File: config.mk
export PLATFORM = sky130hd
export DESIGN_NAME = load_store_unit
export DESIGN_NICKNAME = d
export VERILOG_FILES = /design/src/rtl/load_store_unit.sv
export SDC_FILE = /design/constraint.sdc
export NUM_CORES = 1
export LEC_CHECK = 0
export BUFFER_PORTS_ARGS = -buffer_cell sky130_fd_sc_hd__buf_2
export CAP_MARGIN = 0
export CORE_ASPECT_RATIO = 0.5
export CORE_MARGIN = 4
export CORE_UTILIZATION = 55
export CTS_BUF_LIST = sky130_fd_sc_hd__clkbuf_8
export DETAILED_ROUTE_END_ITERATION = 10
export GPL_TIMING_DRIVEN = 1
export PLACE_DENSITY_LB_ADDON = 0.1
export SLEW_MARGIN = 15
export SYNTH_ARGS = -nofsm -noshare
export SYNTH_HDL_FRONTEND = slang
export SYNTH_SLANG_ARGS = --single-unit
File: constraint.sdc
create_clock -name clk -period 3 [get_ports clk]
set_clock_uncertainty 0.15 [all_clocks]
set_input_delay 0.3 -clock clk [delete_from_list [all_inputs] [get_ports clk]]
set_output_delay 0.3 -clock clk [all_outputs]
set_load 0.05 [all_outputs]
File: src/rtl/load_store_unit.sv
// Load/store stage for a word-wide data memory without byte enables.
// Sub-word stores are done as read-modify-write; busy stalls the core until done.
module load_store_unit #(
  parameter int ADDR_W       = 32,
  parameter bit SIGNED_LOADS = 1'b0
) (
  input  logic              clk,
  input  logic              reset,
  input  logic              req,
  input  logic              we,
  input  logic [1:0]        size,
  input  logic [ADDR_W-1:0] addr,
  input  logic [31:0]       wdata,
  output logic [31:0]       rdata,
  output logic              busy,
  output logic              done,
  output logic              misalign,
  output logic              mem_req,
  output logic              mem_we,
  output logic [ADDR_W-1:0] mem_addr,
  output logic [31:0]       mem_wdata,
  input  logic [31:0]       mem_rdata,
  input  logic              mem_ack
);

  typedef enum logic [1:0] {IDLE, RD, WR, DONE} state_t;

  // Handshake: mem_req is held with constant mem_addr/mem_we/mem_wdata until an
  // edge where mem_ack=1; that edge completes the request.
  state_t            state, state_n;
  logic [ADDR_W-1:0] a_addr;
  logic [1:0]        a_size;
  logic              a_we;
  logic              a_mis;
  logic [31:0]       a_wdata;
  logic [31:0]       a_word;

  logic        in_subword, in_mis;
  logic        l_byte, l_half;
  logic [7:0]  byte_v;
  logic [15:0] half_v;
  logic [31:0] load_v;
  logic [31:0] merged;

  assign in_subword = (size == 2'b01) || (size == 2'b10);
  assign in_mis     = ((size == 2'b10) && addr[0]) ||
                      (!in_subword && (addr[1:0] != 2'b00));
  assign l_byte     = (a_size == 2'b01);
  assign l_half     = (a_size == 2'b10);

  always_ff @(posedge clk) begin
    if (reset) state <= IDLE;
    else       state <= state_n;
  end

  always_comb begin
    state_n = state;
    unique case (state)
      IDLE: begin
        if (req) begin
          if (in_mis)                  state_n = DONE;
          else if (we && !in_subword)  state_n = WR;
          else                         state_n = RD;
        end
      end
      RD:   if (mem_ack) state_n = a_we ? WR : DONE;
      WR:   if (mem_ack) state_n = DONE;
      DONE: state_n = IDLE;
      default: state_n = IDLE;
    endcase
  end

  always_ff @(posedge clk) begin
    if (reset) begin
      a_addr  <= '0;
      a_size  <= 2'b00;
      a_we    <= 1'b0;
      a_mis   <= 1'b0;
      a_wdata <= 32'h0;
      a_word  <= 32'h0;
    end else begin
      if (state == IDLE && req) begin
        a_addr  <= addr;
        a_size  <= size;
        a_we    <= we;
        a_mis   <= in_mis;
        a_wdata <= wdata;
      end
      if (state == RD && mem_ack) a_word <= mem_rdata;
    end
  end

  // Lane selection and extension for loads.
  always_comb begin
    byte_v = a_word[7:0];
    unique case (a_addr[1:0])
      2'd0: byte_v = a_word[7:0];
      2'd1: byte_v = a_word[15:8];
      2'd2: byte_v = a_word[23:16];
      2'd3: byte_v = a_word[31:24];
      default: byte_v = a_word[7:0];
    endcase
    half_v = a_addr[1] ? a_word[31:16] : a_word[15:0];
    if (l_byte)      load_v = {{24{SIGNED_LOADS && byte_v[7]}}, byte_v};
    else if (l_half) load_v = {{16{SIGNED_LOADS && half_v[15]}}, half_v};
    else             load_v = a_word;
  end

  // Write word: sub-word data merged into the word read back in RD.
  always_comb begin
    merged = a_word;
    if (l_byte) begin
      unique case (a_addr[1:0])
        2'd0: merged[7:0]   = a_wdata[7:0];
        2'd1: merged[15:8]  = a_wdata[7:0];
        2'd2: merged[23:16] = a_wdata[7:0];
        2'd3: merged[31:24] = a_wdata[7:0];
        default: merged = a_word;
      endcase
    end else if (l_half) begin
      if (a_addr[1]) merged[31:16] = a_wdata[15:0];
      else           merged[15:0]  = a_wdata[15:0];
    end else begin
      merged = a_wdata;
    end
  end

  always_comb begin
    busy      = 1'b0;
    done      = 1'b0;
    misalign  = 1'b0;
    rdata     = 32'h0;
    mem_req   = 1'b0;
    mem_we    = 1'b0;
    mem_addr  = '0;
    mem_wdata = 32'h0;
    unique case (state)
      IDLE: busy = req;
      RD: begin
        busy     = 1'b1;
        mem_req  = 1'b1;
        mem_addr = {a_addr[ADDR_W-1:2], 2'b00};
      end
      WR: begin
        busy      = 1'b1;
        mem_req   = 1'b1;
        mem_we    = 1'b1;
        mem_addr  = {a_addr[ADDR_W-1:2], 2'b00};
        mem_wdata = merged;
      end
      DONE: begin
        done     = 1'b1;
        misalign = a_mis;
        if (!a_mis && !a_we) rdata = load_v;
      end
      default: busy = 1'b0;
    endcase
  end

endmodule

== Word level (Yosys, flattened, before mapping) ==
Index checks and enable logic that the tools add are counted.
Storage, ports and cells
  bits in registers: 102
  bits in latches: 0
  memory bits (writable): 0
  bits in read-only memories: 0
  output and inout bits: 101
  logic and storage cells: 64
  memories kept: 0
Operators by class
  add/subtract/negate cells: 0
  $mul: 0
  div/mod/pow operators: 0
  magnitude comparators: 0
  equality and inequality tests: 13
  shifts and indexed selects: 0
  multiplexer cells: 28
  bitwise gates (word level): 0
  reduce and logical (&&, ||, !) cells: 16
Operator list (number)
  $mux 32: 8
  $mux 16: 3
  $mux 8: 4
  $pmux 8 s4: 1
  $eq 2x2->1 const B: 6
  $mux 2: 5
  $eq 2x1->1 const B: 4
  $pmux 2 s4: 1
  $logic_and 1x1->1: 6
  $ne 2x2->1 const B: 3
  $mux 1: 5
  $logic_not 2->1: 2
  $logic_not 1->1: 3
  $reduce_and 3->1: 1
  $logic_or 1x1->1: 2
  $pmux 1 s2: 1
  $reduce_bool 2->1: 1
  $reduce_or 2->1: 1

== Logic depth before layout (Yosys ltp) ==
  word-level depth: 8
  depth in mapped cells: 8

== Worst setup path before layout ==
No wires, ideal clock.
  path type: register to output
  start point: reg state[0]
  end point: out rdata[2]
  data arrival time: 2970 ps
  required time: 2550 ps
  path slack: -420 ps
  stages on the path, launching flop included: 4
  buffers on the path: 0
  path through: dfxtp_1 ha_1 nand2_1 a2111oi_1
On the way
  longest elaborated chain between the ends: 2
RTL lines
  from (decl): RTL line 30  | state_t state, state_n;
  from (signal assigned): RTL line 53  | else state <= state_n;
  $eq 2x2->1: RTL line 137  | unique case (state)
  $mux 32: RTL line 137
  to (decl): RTL line 14  | output logic [31:0] rdata,
No other way between the ends.

== Worst setup path after layout ==
  start point: reg a_size[1]
  end point: out mem_wdata[9]
On the way
  longest elaborated chain between the ends: 4
  elaborated cells on any way between the ends: 5
  classes of those cells: eq/ne: 2; mux: 3
RTL lines
  from (decl): RTL line 32  | logic [1:0] a_size;
  from (signal assigned): RTL line 84  | a_size <= size;
  $eq 2x2->1: RTL line 49  | assign l_half = (a_size == 2'b10);
  $mux 32: RTL line 120  | end else if (l_half) begin
  $mux 32 (*): RTL line 112  | if (l_byte) begin
  $mux 32 (*): RTL line 137
  to (decl): RTL line 21  | output logic [31:0] mem_wdata,
Mark *: on every way between the ends. The rest lies on a longest branch, timed or not.

==> key figures <==
Logic synthesis
  • Share of the yosys chip area belonging to registers: 38.42%
  • Synthesis-stage register bit count: 102
  • Area contributors post-synth: dfxtp_1 (38%), nand2_1 (17%), a21oi_1 (11%), and2_1 (6.1%), nor2_1 (3.1%)
  • Ys flop type: dfxtp_1
  • Async S/R FF share, synth: 0%
  • Post-synthesis cell type count: 46
  • Synth Instances: 736
  • Syn Area/Cell: 7.222 um^2
  • EDFF count, synth: 0
  • Synth area leader: dfxtp_1
  • Yosys Warn Count: 0
  • Post-Syn Area: 5315 um^2
  • Share of the synthesized area in the top cell type: 38.42%

Detailed routing
  • Metal2 WL: 9007 um
  • Wire per inst: ~18 um
  • Met3 wire length: ~2300 um
  • Via density: 5.724
  • DR top layer: met4
  • Wl on met1: 8599 um
  • Post-Route WL: 20,380 um
  • Drt first pass iters: 5
  • Detail Route Antenna Nets: 0
  • DRT iter0 DRCs: 661
  • Remaining DRCs: 0
  • Routed vias: around 6,500

Placed design
  • Post-placement cell area: 6412 um^2
  • Hpwl dp: 13,080 um
  • Port bufs: 201
  • GP Congestion: 0.9616

Timing
  • Slew headroom: around 52%
  • Post-Route Setup TNS: 0 ns
  • Slew @ Worst Pin: 0.7165 ns
  • Slew Limit Fails: 0
  • Endpoints failing hold: 0
  • Final worst-path cycle share: 95.43%
  • Min Tclk post-route: around 2.9 ns
  • FMAX: roughly 0.35 GHz
  • Setup Viol. Count Final: 0
  • RSZ-0062 raised after global routing: no

Global routing
  • GR Overflow Total: 0
  • Gr usage total: about 36%
  • Vias in the first global route: 6,232
  • Initial antenna violation count: 0
  • Largest net degree at the start of global routing: between 60 and 70
  • First-pass GRT wire length: roughly 33,000 um

Floorplan
  • DIE AREA: about 11,000 um^2
  • # rows: 25
  • # IOs: just over 200
  • Die Wd: 147.0 um
  • Placeable Area: 9415 um^2
  • Die Y-Extent: 77.51 um
  • Initial core utilization: 56.45%

Clock network
  • Root Buffer: clkbuf_8
  • Number of buffers created by CTS: 9
  • # Post-CTS Setup Buffers: 0
  • H-tree depth: 3
  • Clock slew seen by the registers of the worst setup and hold paths: 0.11 ns
  • CTS tree: built
  • Clk Latency, worst-skew pair: ~0.39 ns
  • Clock sinks: 102
  • CTS Buffer Depth: 2

Power
  • P per Cell Area: around 680 nW/um^2
  • Pleak: 3.272 nW
  • Logic pwr share: 45.3%
  • Switching portion of total power: 47.15%
  • Internal: between 2 and 3 mW
  • Clock group share of total power: 18.2%
  • Sw power: 2.375 mW
  • Seq pwr share: about 37%
  • Max rail drop VDD: 0.0005276 V
  • Power, Total: 5.037 mW

Worst setup path
  • Worst-path fanout max: 13
  • Critical Path RT: 2.55 ns
  • Crit Path Class: reg2out
  • Worst Setup End Kind: output pin
  • Worst path arrival time: 2.41 ns
  • CP Launch Type: register
  • Cell-by-cell trace of the critical path: buf_4, nand2b_1, or2_1, o221ai_1, nor2_1, buf_2
  • Slowest cell on crit path: dfxtp_1
  • Peak per-stage delay on the critical path: 0.45 ns

Cells and area
  • Multi-input combinational cell area: 3027 um^2
  • Most common cell after layout, fill and taps aside: nand2_1
  • Sequential cell area: 2044 um^2
  • N_diodes: 0
  • Final Cell Area: 7373 um^2
  • Most frequent cells in the layout: nand2_1 (238), buf_2 (200), a21oi_1 (122), dfxtp_1 (100), dlygate4sd3_1 (75)
  • Share of cells above drive strength 1: 26.08%
  • P&R area growth vs syn: 38.72%
  • Fin nets: 1,097
  • FILL cells: 672

Run status
  • Status: completed

Flow run
  • Max_cap viols: 0

Worst hold path
  • Worst Hold Class: in2reg
## metrics by stage
step / hold slack, ns / setup slack (ns) / utilization [%] / std cells
finish: 0.009258 / 0.1371 / 78.31 / 1128
global route: 0.0008381 / 0.04727 / 78.31 / 1128
CTS: 0.00008038 / 0.006250 / 78.15 / 1127
detailed placement: 0.2920 / 0.4413 / 68.11 / 1037
global placement: 0.2865 / 0.4909 / 68.11 / 1037
floorplan: 0.2817 / -0.4200 / - / 737
## power groups by stage
stage | clock network (mW) | registers, mW | logic (mW)
floorplan | 0 | 1.73 | 1.64
global placement | 0 | 1.84 | 2.10
detailed placement | 0 | 1.85 | 2.12
CTS | 0.930 | 1.82 | 2.21
global route | 0.976 | 1.86 | 2.46
finish | 0.918 | 1.84 | 2.28
## synth_stat cells, types with 3 or more instances
master,instances
o221ai_1,9
buf_2,10
and2_1,52
dfxtp_1,102
ha_1,6
o221a_2,3
nand2_1,239
a21oi_1,122
o21bai_1,4
o2bb2ai_1,4
a2111oi_1,3
o21ai_0,4
nand2b_1,4
buf_1,6
mux2i_1,16
clkbuf_1,36
and3_1,8
buf_4,4
a221oi_1,7
mux2_2,8
inv_1,4
nor2b_1,3
a221o_1,8
nor2_1,44
o31ai_1,7
## final cells by class
type | count | share of cell area, %
multi-input cells | 574 | 41.05
flip-flops and latches | 102 | 27.73
repair buffers | 296 | 25.90
well taps | 135 | 2.291
clock buffers | 9 | 1.680
clock inverters | 7 | 1.103
inverters | 5 | 0.2545
## per-layer routing
layer	up-vias	track usage [%]
met1	3019	47.52
met3	47	9.277
met2	419	57.23
met4	0	10.13
met5	-	0
li1	2972	-
## sequential cells by signal (all words and copies together) (netlist names)
signal and count:
a_mis 1, a_word 32, a_addr 32, a_we 1
a_wdata 32, a_size 2, state 2
## worst max-delay path: cells and delay by family (launching register included)
kind	cells	cell delay (ns)
and+or+nand+nor	3	0.84
buffers and inverters	2	0.55
DFF	1	0.45
AOI/OAI and AO/OA	1	0.18
## cell families after synthesis
group           Yosys count  synth area share (%)
buf+inv                  61                 4.826
mux                      24                 4.708
other cells               1               0.07055
simple gates            360                 29.24
flops                   102                 38.42
fa+ha+maj                 6                 1.412
compound gates          182                 21.33
## final timing paths
kind	from	endpoint	slack (ns)	cells past startpoint
setup reg to reg	state[1]	a_addr[16]	0.84	6
hold / removal	wdata[25]	a_wdata[25]	0.009	3
setup / recovery	a_size[1]	mem_wdata[9]	0.14	6
hold reg to reg	a_addr[27]	a_addr[27]	0.31	2
## repair_timing
| action | CTS | global route |
|---|---|---|
| setup endpoints to repair | 0 | 22 |
| hold buffers | 74 | 1 |
| gates resized for setup | 0 | 3 |
| hold endpoints to repair | 74 | 1 |
Power figures use the tool's default switching activity.
